`config.mk`:
```
export PLATFORM = sky130hd
export DESIGN_NAME = key_conditioner
export DESIGN_NICKNAME = d
export VERILOG_FILES = /design/src/rtl/key_conditioner.sv
export SDC_FILE = /design/constraint.sdc
export NUM_CORES = 1
export LEC_CHECK = 0
export ABC_AREA = 1
export BUFFER_PORTS_ARGS = -buffer_cell sky130_fd_sc_hd__buf_4
export CAP_MARGIN = 5
export CORE_ASPECT_RATIO = 0.8
export CORE_MARGIN = 5
export CORE_UTILIZATION = 65
export CTS_BUF_LIST = sky130_fd_sc_hd__clkbuf_8
export CTS_CLUSTER_DIAMETER = 120
export CTS_CLUSTER_SIZE = 10
export DETAILED_ROUTE_END_ITERATION = 12
export PLACE_DENSITY = 0.93
export SYNTH_ARGS = -nofsm -noshare
export SYNTH_HDL_FRONTEND = slang
export SYNTH_SLANG_ARGS = --single-unit
```
`constraint.sdc`:
```
create_clock -name clock -period 2.7 [get_ports clock]
set_input_delay 0.54 -clock clock [delete_from_list [all_inputs] [get_ports clock]]
set_output_delay 0.54 -clock clock [all_outputs]
set_load 0.01 [all_outputs]
```
`src/rtl/key_conditioner.sv`:
```
// Key and start-button conditioner: synchronizes and debounces four colour keys and a start
// button, and turns accepted presses into one-cycle events for the game core.
module key_conditioner #(
    parameter int unsigned DEB_CYCLES = 4
) (
    input  logic       clock,
    input  logic       reset,
    input  logic [3:0] raw_k,
    input  logic       raw_start,
    output logic [3:0] k,
    output logic       start,
    output logic       busy
);

    typedef enum logic [2:0] {
        IDLE,
        DEBOUNCE,
        FIRE,
        WAIT_REL,
        REL_DEB
    } state_t;

    localparam logic [7:0] DEB = 8'(DEB_CYCLES);

    logic [3:0] meta_k, sync_k;
    logic       meta_s, sync_s;
    state_t     state, state_nx;
    logic [7:0] cnt, cnt_nx;
    logic [3:0] code, code_nx;
    logic [7:0] scnt;
    logic       start_lvl;

    function automatic logic is_onehot(input logic [3:0] v);
        return (v != 4'b0) && ((v & (v - 4'd1)) == 4'b0);
    endfunction

    always_ff @(posedge clock) begin
        if (reset) begin
            meta_k <= 4'b0;
            sync_k <= 4'b0;
            meta_s <= 1'b0;
            sync_s <= 1'b0;
        end else begin
            meta_k <= raw_k;
            sync_k <= meta_k;
            meta_s <= raw_start;
            sync_s <= meta_s;
        end
    end

    always_comb begin
        // NOTE: defaults first so every path assigns every signal and no latch is inferred.
        state_nx = state;
        cnt_nx   = cnt;
        code_nx  = code;
        case (state)
            IDLE: begin
                if (is_onehot(sync_k)) begin
                    code_nx  = sync_k;
                    cnt_nx   = 8'd1;
                    state_nx = (DEB == 8'd1) ? FIRE : DEBOUNCE;
                end
            end
            DEBOUNCE: begin
                if (sync_k == code) begin
                    cnt_nx = cnt + 8'd1;
                    if (cnt_nx == DEB) state_nx = FIRE;
                end else if (is_onehot(sync_k)) begin
                    code_nx = sync_k;
                    cnt_nx  = 8'd1;
                end else begin
                    state_nx = IDLE;
                end
            end
            FIRE: state_nx = WAIT_REL;
            WAIT_REL: begin
                if (sync_k == 4'b0) begin
                    cnt_nx   = 8'd1;
                    state_nx = (DEB == 8'd1) ? IDLE : REL_DEB;
                end
            end
            REL_DEB: begin
                if (sync_k == 4'b0) begin
                    cnt_nx = cnt + 8'd1;
                    if (cnt_nx == DEB) state_nx = IDLE;
                end else begin
                    state_nx = WAIT_REL;
                end
            end
            default: state_nx = IDLE;
        endcase
    end

    // k and busy are registered from the next-state decode so they align with the state register.
    always_ff @(posedge clock) begin
        if (reset) begin
            state <= IDLE;
            cnt   <= 8'd0;
            code  <= 4'b0;
            k     <= 4'b0;
            busy  <= 1'b0;
        end else begin
            state <= state_nx;
            cnt   <= cnt_nx;
            code  <= code_nx;
            k     <= (state_nx == FIRE) ? code_nx : 4'b0;
            busy  <= (state_nx != IDLE);
        end
    end

    // Start channel: the counter tracks consecutive samples that disagree with the accepted level.
    always_ff @(posedge clock) begin
        if (reset) begin
            scnt      <= 8'd0;
            start_lvl <= 1'b0;
            start     <= 1'b0;
        end else begin
            start <= 1'b0;
            if (sync_s == start_lvl) begin
                scnt <= 8'd0;
            end else if (scnt + 8'd1 == DEB) begin
                scnt      <= 8'd0;
                start_lvl <= sync_s;
                start     <= sync_s;
            end else begin
                scnt <= scnt + 8'd1;
            end
        end
    end

endmodule

```
# Yosys cells after proc, flatten, opt, wreduce, memory -nomap -nowiden
# Cells that the tools add are included.
# classes
n_mux,16
reduce_logical,12
eq_ne,11
n_addsub,3
bitwise_logic,4
# op_table
operator,n
two-way mux 8 bit,4
one-hot mux 8 bit (4 select lines),1
two-way mux 3 bit,7
adder 8 x 1 -> 8 bit (second input constant),2
equality test 8 x 3 -> 1 bit (second input constant),2
one-hot mux 3 bit (5 select lines),1
equality test 3 x 2 -> 1 bit (second input constant),3
logical NOT 4 bit,2
two-way mux 4 bit,2
one-hot mux 4 bit (2 select lines),1
nonzero test 4 bit,2
OR reduction 3 bit,2
bitwise AND 4 bit,1
equality test 4 bit,1
!= test 2 bit (second input constant),2
subtractor 4 x 1 -> 4 bit (second input constant),1
equality test 3 x 1 -> 1 bit (second input constant),1
equality test 3 bit (second input constant),1
logical NOT 3 bit,1
inverter 1 bit,3
AND reduction 3 bit,1
nonzero test 3 bit,1
AND reduction 2 bit,1
OR reduction 2 bit,1
other kinds (2),2
# word_totals
in_bits,7
ff_bits,40

# Logic depth before layout (Yosys ltp)
# logic_depth
ltp_word,10
mapped_depth,11
ltp_nobuf,11

# Least setup slack after synthesis
# No wires, ideal clock.
# synth_path
path_type,register to register
startpoint,register cnt[0]
endpoint,register busy
path_stages_with_launch,11
n_path_buf,0
period_less_slack_ns,1.466
setup_ns,0.125
arrival_time_ns,1.341
slack_ns,1.234
path_cell_list,dfxtp_1 > ha_1 > nand3_1 > o21ai_1 > nand2_1 > nor2_1 > nand3_1 > nand2_1 > nand2_4 > nand2_2 > nand3_1
# synth_via
elab_chain_cells,6
word_cells_on_any_way,8
cone_classes,add/sub: 1; eq/ne: 1; mux: 5; reduce/logical: 1
# synth_rtl
item,line,rtl
from (decl),28,"logic [7:0] cnt, cnt_nx;"
from (signal assigned),104,cnt <= cnt_nx;
adder 8 x 1 -> 8 bit (*),"66, 84",
equality test 8 x 3 -> 1 bit (*),"67, 85",
two-way mux 3 bit (on tied branches),"85, 67",
two-way mux 3 bit (on tied branches),"83, 65",
one-hot mux 3 bit (5 select lines) (*),56,case (state)
nonzero test 3 bit (*),107,busy <= (state_nx != IDLE);
to (signal assigned),107,
to (decl),12,output logic busy
# Every way passes the cells marked *; elsewhere a longest branch is shown, timed or not.
# A chain may end at the register's enable or synchronous reset.

# Worst setup path in the final report
# Ends and elaborated chain as after synthesis.

==> flow_metrics.py <==
metrics = {
    "floorplan": {
        "die_w_microns": 72.20,
        "die_area_sq_um": 4315,
        "die_height_microns": 59.76,
        "num_rows": 18,
        "core-area_sq_um": 3040,
        "start_util_pct": 66.17,
        "ios": 13,
    },
    "finish": {
        "fillers": 254,
        "drive_above_1_share_pct": 19.87,
        "diodes": 0,
        "final_core_util_pct": 72.96,
        "nets": 307,
        "syn_to_final_growth_pct": 10.26,
        "fin_area_sq_um": 2218,
        "final_cell_mix": "nand2_1, nor2_1, dfxtp_1",
        "final_common_cell": "nand2_1",
        "final_cells": 337,
    },
    "critical_path": {
        "crit_path_end_kind": "flip-flop",
        "crit_type": "reg -> reg",
        "crit_path_start_kind": "flip-flop",
        "crit_required_ps": 2870,
        "crit_fanout": 6,
        "critical_path_arrival_ps": 1860,
    },
    "sta": {
        "slew_violations": 0,
        "tightest_slew_ps": 390.0,
        "min_period_ps": 1694,
        "final.setup.tns_ps": 0,
        "rsz0062_at_grt": "no",
        "whs_ps": 402.3,
        "setup_viol": 0,
        "worst_slack_ps": 1006,
        "finalClockSkew_ps": 7.490,
        "hold_violations": 0,
        "min_period_over_period_pct": 62.75,
        "max_freq_mhz": 590.2,
        "relSlewSlack_pct": 73.90,
    },
    "clock_network": {
        "cts_buffer_depth": 2,
        "ctsHoldBuffers": 0,
        "cts_tree": "built",
        "clock_sinks": 40,
        "cts_made_buffers": 5,
        "clk_pin_slew_ps": 70,
        "cts_resized": 0,
        "htree_levels": 2,
        "cts-root-buf": "clkbuf_8",
        "clk_latency_ps": 290,
        "post_cts_buffers": 0,
    },
    "route": {
        "routedWlPerCell_microns": 11.07,
        "totalWireLength_microns": 3730,
        "drt-initial-drc-count": 110,
        "antenna_left": 0,
        "dr.pass1.iters": 4,
        "vias_per_cell": 5.045,
        "vias": 1700,
        "drc": 0,
    },
    "synthesis": {
        "avgSynthCellArea_sq_um": 7.185,
        "synth_seq_cells": 40,
        "synth_mux_area_share_pct": 0,
        "synth_top_family_by_area": "simple AND/OR/NAND/NOR gates",
        "synthAdderAreaFrac_pct": 1.866,
        "yosys.area_share.simple_pct": 38.56,
        "synth-seq-area-share_pct": 39.80,
        "mappedNetlistArea_sq_um": 2012,
        "synth_xor_area_share_pct": 3.483,
        "synth_compound_area_share_pct": 6.779,
        "synth_cell_types": 29,
        "synthCells": 280,
        "ys_warn_count": 0,
        "syn-num-nets": 290,
    },
    "global_routing": {
        "grt_pass1_vias": 1557,
        "grt_usage_pct": 19.81,
        "grt_max_degree": 24,
        "grt_overflow": 0,
        "grt_pass1_wl_microns": 6596,
        "antenna_found_initial": 0,
    },
    "power": {
        "powerDensity_nw_per_um2": 523.7,
        "total_power_mw": 1.162,
        "leakage_nw": 0.9925,
        "ir_drop_mv": 0.3307,
    },
    "placed_design": {
        "port_buffers": 12,
        "post-dp-hpwl_microns": 2849,
        "dpl_cell_area_sq_um": 2137,
        "dp_cells": 330,
        "place_ws_ps": 1051,
        "gp_congestion": 0.8461,
    },
    "outcome": {
        "outcome": "finished, final reports clean",
    },
    "run": {
        "drv_cap": 0,
    },
    "min_path": {
        "min_path_type": "reg -> reg",
    },
}
## cell type report
| cell class | instances | area, sq um | share of cell area, % |
|---|---|---|---|
| Multi-Input combinational cell | 191 | 1020 | 45.97 |
| Sequential cell | 40 | 800.8 | 36.10 |
| Inverter | 47 | 176.4 | 7.953 |
| Timing Repair Buffer | 12 | 90.09 | 4.061 |
| Clock buffer | 5 | 68.82 | 3.102 |
| Tap cell | 40 | 50.05 | 2.256 |
| Clock inverter | 2 | 12.51 | 0.5640 |
## registers in the layout, indices dropped and copies added (netlist names)
| register | flops |
|---|---|
| start_lvl | 1 |
| code | 4 |
| cnt | 8 |
| sync_s | 1 |
| sync_k | 4 |
| meta_s | 1 |
| state | 3 |
| busy | 1 |
| scnt | 8 |
| k | 4 |
| meta_k | 4 |
| start | 1 |
## path summary, 6_finish.rpt
check	start	endpoint	slack, ps	cells past startpoint
max	cnt[0]	busy	1010	10
min	meta_s	sync_s	400	2
max reg2reg	cnt[0]	busy	1010	10
min reg2reg	meta_s	sync_s	400	2
## cells in the mapped netlist
library cell | instances | area [sq um]
a21oi_1 | 9 | 45.04
a21oi_2 | 2 | 17.52
a21oi_4 | 1 | 16.27
a31oi_1 | 1 | 6.260
buf_6 | 1 | 11.26
clkbuf_1 | 1 | 3.750
dfxtp_1 | 40 | 800.8
ha_1 | 3 | 37.54
inv_1 | 39 | 146.4
inv_2 | 8 | 30.03
nand2_1 | 56 | 210.2
nand2_2 | 9 | 56.30
nand2_4 | 3 | 33.78
nand3_1 | 27 | 135.1
nand3_2 | 3 | 30.03
nand3b_1 | 1 | 7.510
nand4_1 | 2 | 12.51
nor2_1 | 44 | 165.2
nor2_2 | 6 | 37.54
nor2_4 | 1 | 11.26
nor2_8 | 1 | 20.02
nor3_2 | 4 | 40.04
nor3_4 | 1 | 16.27
o211ai_1 | 1 | 7.510
o21ai_0 | 3 | 15.01
o21ai_1 | 4 | 20.02
o21ai_2 | 1 | 8.760
xnor2_1 | 1 | 8.760
xor2_1 | 7 | 61.31
## per-layer routing
metal	part of all wire, %	track usage [%]	vias up
li1	-	-	894
met3	7.7	5.042	6
met1	47	26.85	754
met5	0	0	-
met4	1.3	7.775	0
met2	44	30.35	46
## worst max-delay path, stage by stage, from the launching register on
cell     delay (ps)
dfxtp_1         410
ha_1            230
nand3_1         150
nor2_1          110
nand2_1          60
nand2_1         110
nor2_1           70
nand3_1          80
nand3_1          90
nand2_2         160
nand3_1         100
## logic make-up after synthesis
kind of cell,count (synthesis)
and+or+nand+nor,158
xor gates and xnor gates,8
AOI/OAI and AO/OA,22
buffers and inverters,49
adders and majority gates,3
DFF,40
## power breakdown
part           leakage, nW  switching (mW)  internal (mW)
Combinational        0.627           0.116         0.0559
Clock               0.0400           0.193          0.175
Sequential           0.326          0.0140          0.608
(Power assumes the default switching activity.)
